## src/rtl/pipe_ctrl.sv

```systemverilog
// Pipeline control: turns EX jump/hold and bus stall into PC redirect, hold and flush controls.
// Outputs are combinational from state and inputs (0-cycle); a jump seen during a stall is deferred until hold clears.
module pipe_ctrl #(
  parameter int unsigned FLUSH_EXTRA = 1,
  parameter int unsigned CNT_W       = 32
) (
  input  logic             clk,
  input  logic             rst,
  input  logic [31:0]      jump_addr_i,
  input  logic             jump_en_i,
  input  logic             hold_flag_i,
  input  logic             bus_hold_i,
  output logic [31:0]      jump_addr_o,
  output logic             jump_en_o,
  output logic             hold_o,
  output logic             if_id_flush_o,
  output logic             id_ex_flush_o,
  output logic [CNT_W-1:0] jump_cnt_o,
  output logic [CNT_W-1:0] hold_cnt_o
);

  typedef enum logic [1:0] {
    IDLE  = 2'd0,
    FLUSH = 2'd1,
    PEND  = 2'd2
  } state_t;

  localparam logic [2:0] FE = 3'(FLUSH_EXTRA);

  state_t           state_q, state_d;
  logic [2:0]       cnt_q, cnt_d;
  logic [31:0]      addr_q, addr_d;
  logic [CNT_W-1:0] jump_cnt_q, hold_cnt_q;

  logic        hold_any;
  logic        redirect;
  logic        flush;
  logic [31:0] redir_addr;

  assign hold_any = hold_flag_i | bus_hold_i;

  always_comb begin
    state_d    = state_q;
    cnt_d      = cnt_q;
    addr_d     = addr_q;
    redirect   = 1'b0;
    flush      = 1'b0;
    redir_addr = 32'd0;
    case (state_q)
      IDLE: begin
        if (jump_en_i) begin
          if (!hold_any) begin
            redirect   = 1'b1;
            redir_addr = jump_addr_i;
            flush      = 1'b1;
            if (FE != 3'd0) begin
              state_d = FLUSH;
              cnt_d   = FE;
            end
          end else begin
            // Stalled: remember the target, EX keeps presenting the same instruction.
            addr_d  = jump_addr_i;
            state_d = PEND;
          end
        end
      end
      FLUSH: begin
        flush = 1'b1;
        if (!hold_any) begin
          if (cnt_q <= 3'd1) begin
            cnt_d   = 3'd0;
            state_d = IDLE;
          end else begin
            cnt_d = cnt_q - 3'd1;
          end
        end
      end
      PEND: begin
        if (!hold_any) begin
          redirect   = 1'b1;
          redir_addr = addr_q;
          flush      = 1'b1;
          cnt_d      = FE;
          state_d    = (FE != 3'd0) ? FLUSH : IDLE;
        end
      end
      default: begin
        state_d = IDLE;
        cnt_d   = 3'd0;
      end
    endcase
  end

  always_ff @(posedge clk or posedge rst) begin
    if (rst) begin
      state_q    <= IDLE;
      cnt_q      <= 3'd0;
      addr_q     <= 32'd0;
      jump_cnt_q <= '0;
      hold_cnt_q <= '0;
    end else begin
      state_q    <= state_d;
      cnt_q      <= cnt_d;
      addr_q     <= addr_d;
      jump_cnt_q <= jump_cnt_q + {{(CNT_W-1){1'b0}}, redirect};
      hold_cnt_q <= hold_cnt_q + {{(CNT_W-1){1'b0}}, hold_any};
    end
  end

  // Reset gates every output combinationally so nothing escapes during the reset window.
  assign jump_en_o     = redirect & ~rst;
  assign jump_addr_o   = (redirect & ~rst) ? redir_addr : 32'd0;
  assign hold_o        = hold_any & ~rst;
  assign if_id_flush_o = flush & ~rst;
  assign id_ex_flush_o = flush & ~rst;
  assign jump_cnt_o    = jump_cnt_q;
  assign hold_cnt_o    = hold_cnt_q;

endmodule

```

## config.mk

```make
export PLATFORM = sky130hd
export DESIGN_NAME = pipe_ctrl
export DESIGN_NICKNAME = d
export VERILOG_FILES = /design/src/rtl/pipe_ctrl.sv
export SDC_FILE = /design/constraint.sdc
export NUM_CORES = 1
export LEC_CHECK = 0
export CAP_MARGIN = 5
export CELL_PAD_IN_SITES_DETAIL_PLACEMENT = 0
export CELL_PAD_IN_SITES_GLOBAL_PLACEMENT = 2
export CORE_ASPECT_RATIO = 0.5
export CORE_MARGIN = 2
export CORE_UTILIZATION = 31
export CTS_BUF_LIST = sky130_fd_sc_hd__clkbuf_2 sky130_fd_sc_hd__clkbuf_4 sky130_fd_sc_hd__clkbuf_8
export DETAILED_ROUTE_END_ITERATION = 10
export PLACE_DENSITY = 0.82
export SKIP_LAST_GASP = 1
export SLEW_MARGIN = 20
export SYNTH_ARGS = -nofsm -noshare
export SYNTH_HDL_FRONTEND = slang
export SYNTH_SLANG_ARGS = --single-unit
```

## constraint.sdc

```tcl
create_clock -name clk -period 5.6 [get_ports clk]
set_input_delay 1.4 -clock clk [delete_from_list [all_inputs] [get_ports clk]]
set_output_delay 1.4 -clock clk [all_outputs]
set_load 0.01 [all_outputs]
```

==> impl_metrics.ini <==
[clock_tree]
cts_tree = yes
path_clk_slew_ns = 0.11
cts.sinks = 101
cts-resized-gates = 0
cts_made_buffers = 9
root_buffer = clkbuf_8
insertion_delay_ns = 0.37
hold_buffers = 0
max-clock-path-buffers = 2
cts_max_level = 3
post_cts_buffers = 0

[worst_setup_path]
worstSetupStartpoint = bus_hold_i
rrSetupSlack_ns = 2.64
path_delay_family = buffers and inverters
critPathMaxStageDelay_ns = 0.57
reg2regPathDepth = 8
critPathRequiredTime_ns = 4.20
cp_max_fo = 33
worstReg2RegEnd = jump_cnt_o[27]
cp-end-kind = primary output
startpoint_type = input port
path_buf_inv = 4
worstPathCellList = clkdlybuf4s50_1 > nor2_1 > inv_1 > nor3_2 > buf_4 > a22oi_1 > nor2_1 > clkdlybuf4s50_1
r2r_start = state_q[0]
critPathSlowestCell = clkdlybuf4s50_1
cp.depth = 8
endpoint = jump_addr_o[6]
crit_arrival_ns = 3.70
critical_path_class = input port to primary output

[yosys]
synth_flop_cell = dfrtp_1
synthArstFlopShare = 1.00
yosysMostFrequentCell = dfrtp_1
syn_area_mm2 = 0.00488
syn_avg_cell_area_um2 = 11.4
yosysWarnings = 0
synthCells = 429
synth_common_cells = dfrtp_1, nor2_1, a22oi_1, mux2_2, xnor2_1
synthTopCellsByArea = dfrtp_1, mux2_2, xnor2_1, xor2_1, a22oi_1
synth_top_cell_by_area = dfrtp_1
synth.distinct_cells = 37
ys_ff_latch = 101
synth_fp_nets = 472
yosysSeqAreaShare = 0.517
synth_edf_count = 0
synth_top_area_share = 0.517

[detailed_routing]
vias = 3651
ant_nets = 0
drc = 0
routed_wl_um = 11500
drt_first_pass_iters = 4
wl_per_cell_um = 14.9
viasPerCell = 4.75
drt_iter0_drc = 176

[timing]
hold_violations = 0
finalMaxSlewViolations = 0
post-route-min-period_ns = 5.10
fin_skew_ns = 0.0133
max_freq_ghz = 0.196
fin_crit_sh = 0.911
setup_viol = 0
final.setup.tns_ns = 0
relSlewSlack = 0.446
layout_setup_ws_ns = 0.498
worstMarginPinSlew_ns = 0.829
rsz0062_at_grt = false

[power]
p_sw_uw = 612
p_comb_frac = 0.267
leakagePower_nw = 2.82
sw_frac_of_total = 0.308
pwr-share-clk = 0.218
pwr_density_cell_mw_per_mm2 = 301
p_int_mw = 1.38
pwr-share-seq = 0.516
ir_drop_mv = 0.116

[finish]
n_antenna_cell = 0
nFillCells = 1497
nNetsFinal = 603
final-instance-count-excl-fill = 769
drive_above_1_share = 0.142
syn_to_final_growth_pct = 35.4

[floorplanning]
fp-row-count = 32
start_util = 0.317
io_pins = 137
dieArea_mm2 = 0.0168
die_h_um = 92.8
dieWidth_um = 182
core_mm2 = 0.0154

[flow_run]
cap_violations = 0

[placed_design]
place.gp.congestion = 0.723
place_ws_ns = 0.464
dpl.cell_count = 753
hpwl_um = 7980
io_buffers = 136

[grt]
grt_pass1_wl_um = 19100
antenna_found_initial = 0
grt_pass1_vias = 3745
track_usage = 0.143
grt_max_degree = 80
grt-ovfl-total = 0

[outcome]
outcome = complete, no violations

[worst_hold_path]
hp-class = flip-flop to flip-flop
hp-start = jump_cnt_o[31]
## area by class of cell
type / count / area (µm²) / area share
Clock buffer: 9 / 124 / 0.0187
Clock inverter: 7 / 48.8 / 0.00738
Inverter: 16 / 62.6 / 0.00946
Multi-Input combinational cell: 290 / 2180 / 0.330
Sequential cell: 101 / 2530 / 0.382
Tap cell: 204 / 255 / 0.0386
Timing Repair Buffer: 142 / 1410 / 0.213
## power by group through the flow
stage	combinational [mW]	clock [mW]	sequential (mW)
finish	0.530	0.433	1.03
global route	0.591	0.485	1.05
CTS	0.542	0.456	1.03
global placement	0.530	0	1.04
detailed placement	0.540	0	1.04
floorplan	0.328	0	1.02
## cells in the final DEF (no fill, tap or decap), types with 5 or more instances in the layout
master / Yosys / layout
a22oi_1: 32 / 32
nand2_1: 14 / 14
buf_4: 1 / 5
inv_1: 16 / 15
mux2_2: 32 / 32
nor3_2: 7 / 8
xnor2_1: 32 / 32
clkbuf_8: 0 / 9
dfrtp_1: 101 / 101
nor2_1: 47 / 47
ha_1: 6 / 6
xor2_1: 28 / 28
clkdlybuf4s50_1: 0 / 136
nand3_1: 23 / 23
and3_1: 7 / 7
nand4_1: 15 / 15
and2_1: 5 / 5
nor3_1: 6 / 5
and4_1: 5 / 5
## through the flow
step	power, mW	hold WS [ns]	utilization	area (µm²)
6_report	1.99	0.483	0.429	6610
5_1_grt	2.13	0.508	0.429	6610
4_1_cts	2.02	0.485	0.428	6600
3_5_place_dp	1.58	0.464	0.417	6430
3_3_place_gp	1.57	0.458	0.417	6430
2_1_floorplan	1.35	0.480	-	4880
## state kept, by name (all words and copies together) (netlist names)
signal	flops
cnt_q	3
state_q	2
hold_cnt_o	32
jump_cnt_o	32
addr_q	32
## layer usage
layer | routed length (µm) | track usage
met1 | 5550 | 0.194
met2 | 5440 | 0.228
met3 | 319 | 0.0303
met4 | 144 | 0.0467
met5 | 0 | 0
## cells by family (layout without fill, tap and decap cells)
family                     Yosys count  count (layout)  share of synthesized area
buffers and inverters               38             174                     0.0382
muxes                               34              34                     0.0779
xor gates and xnor gates            60              60                      0.108
DFF                                101             101                      0.517
and+or+nand+nor                    150             150                      0.182
adders and majority gates            6               6                     0.0154
AOI/OAI and AO/OA                   40              40                     0.0620
## worst min path at each step
| stage | to | depth (start not counted) |
|---|---|---|
| after detailed placement | hold_cnt_o[31] | 1 |
| after floorplan | addr_q[10] | 1 |
| after global routing | jump_cnt_o[31] | 1 |
| after CTS | jump_cnt_o[31] | 1 |
| final | jump_cnt_o[31] | 1 |
| after global placement | jump_cnt_o[31] | 1 |
(Power assumes the default switching activity.)
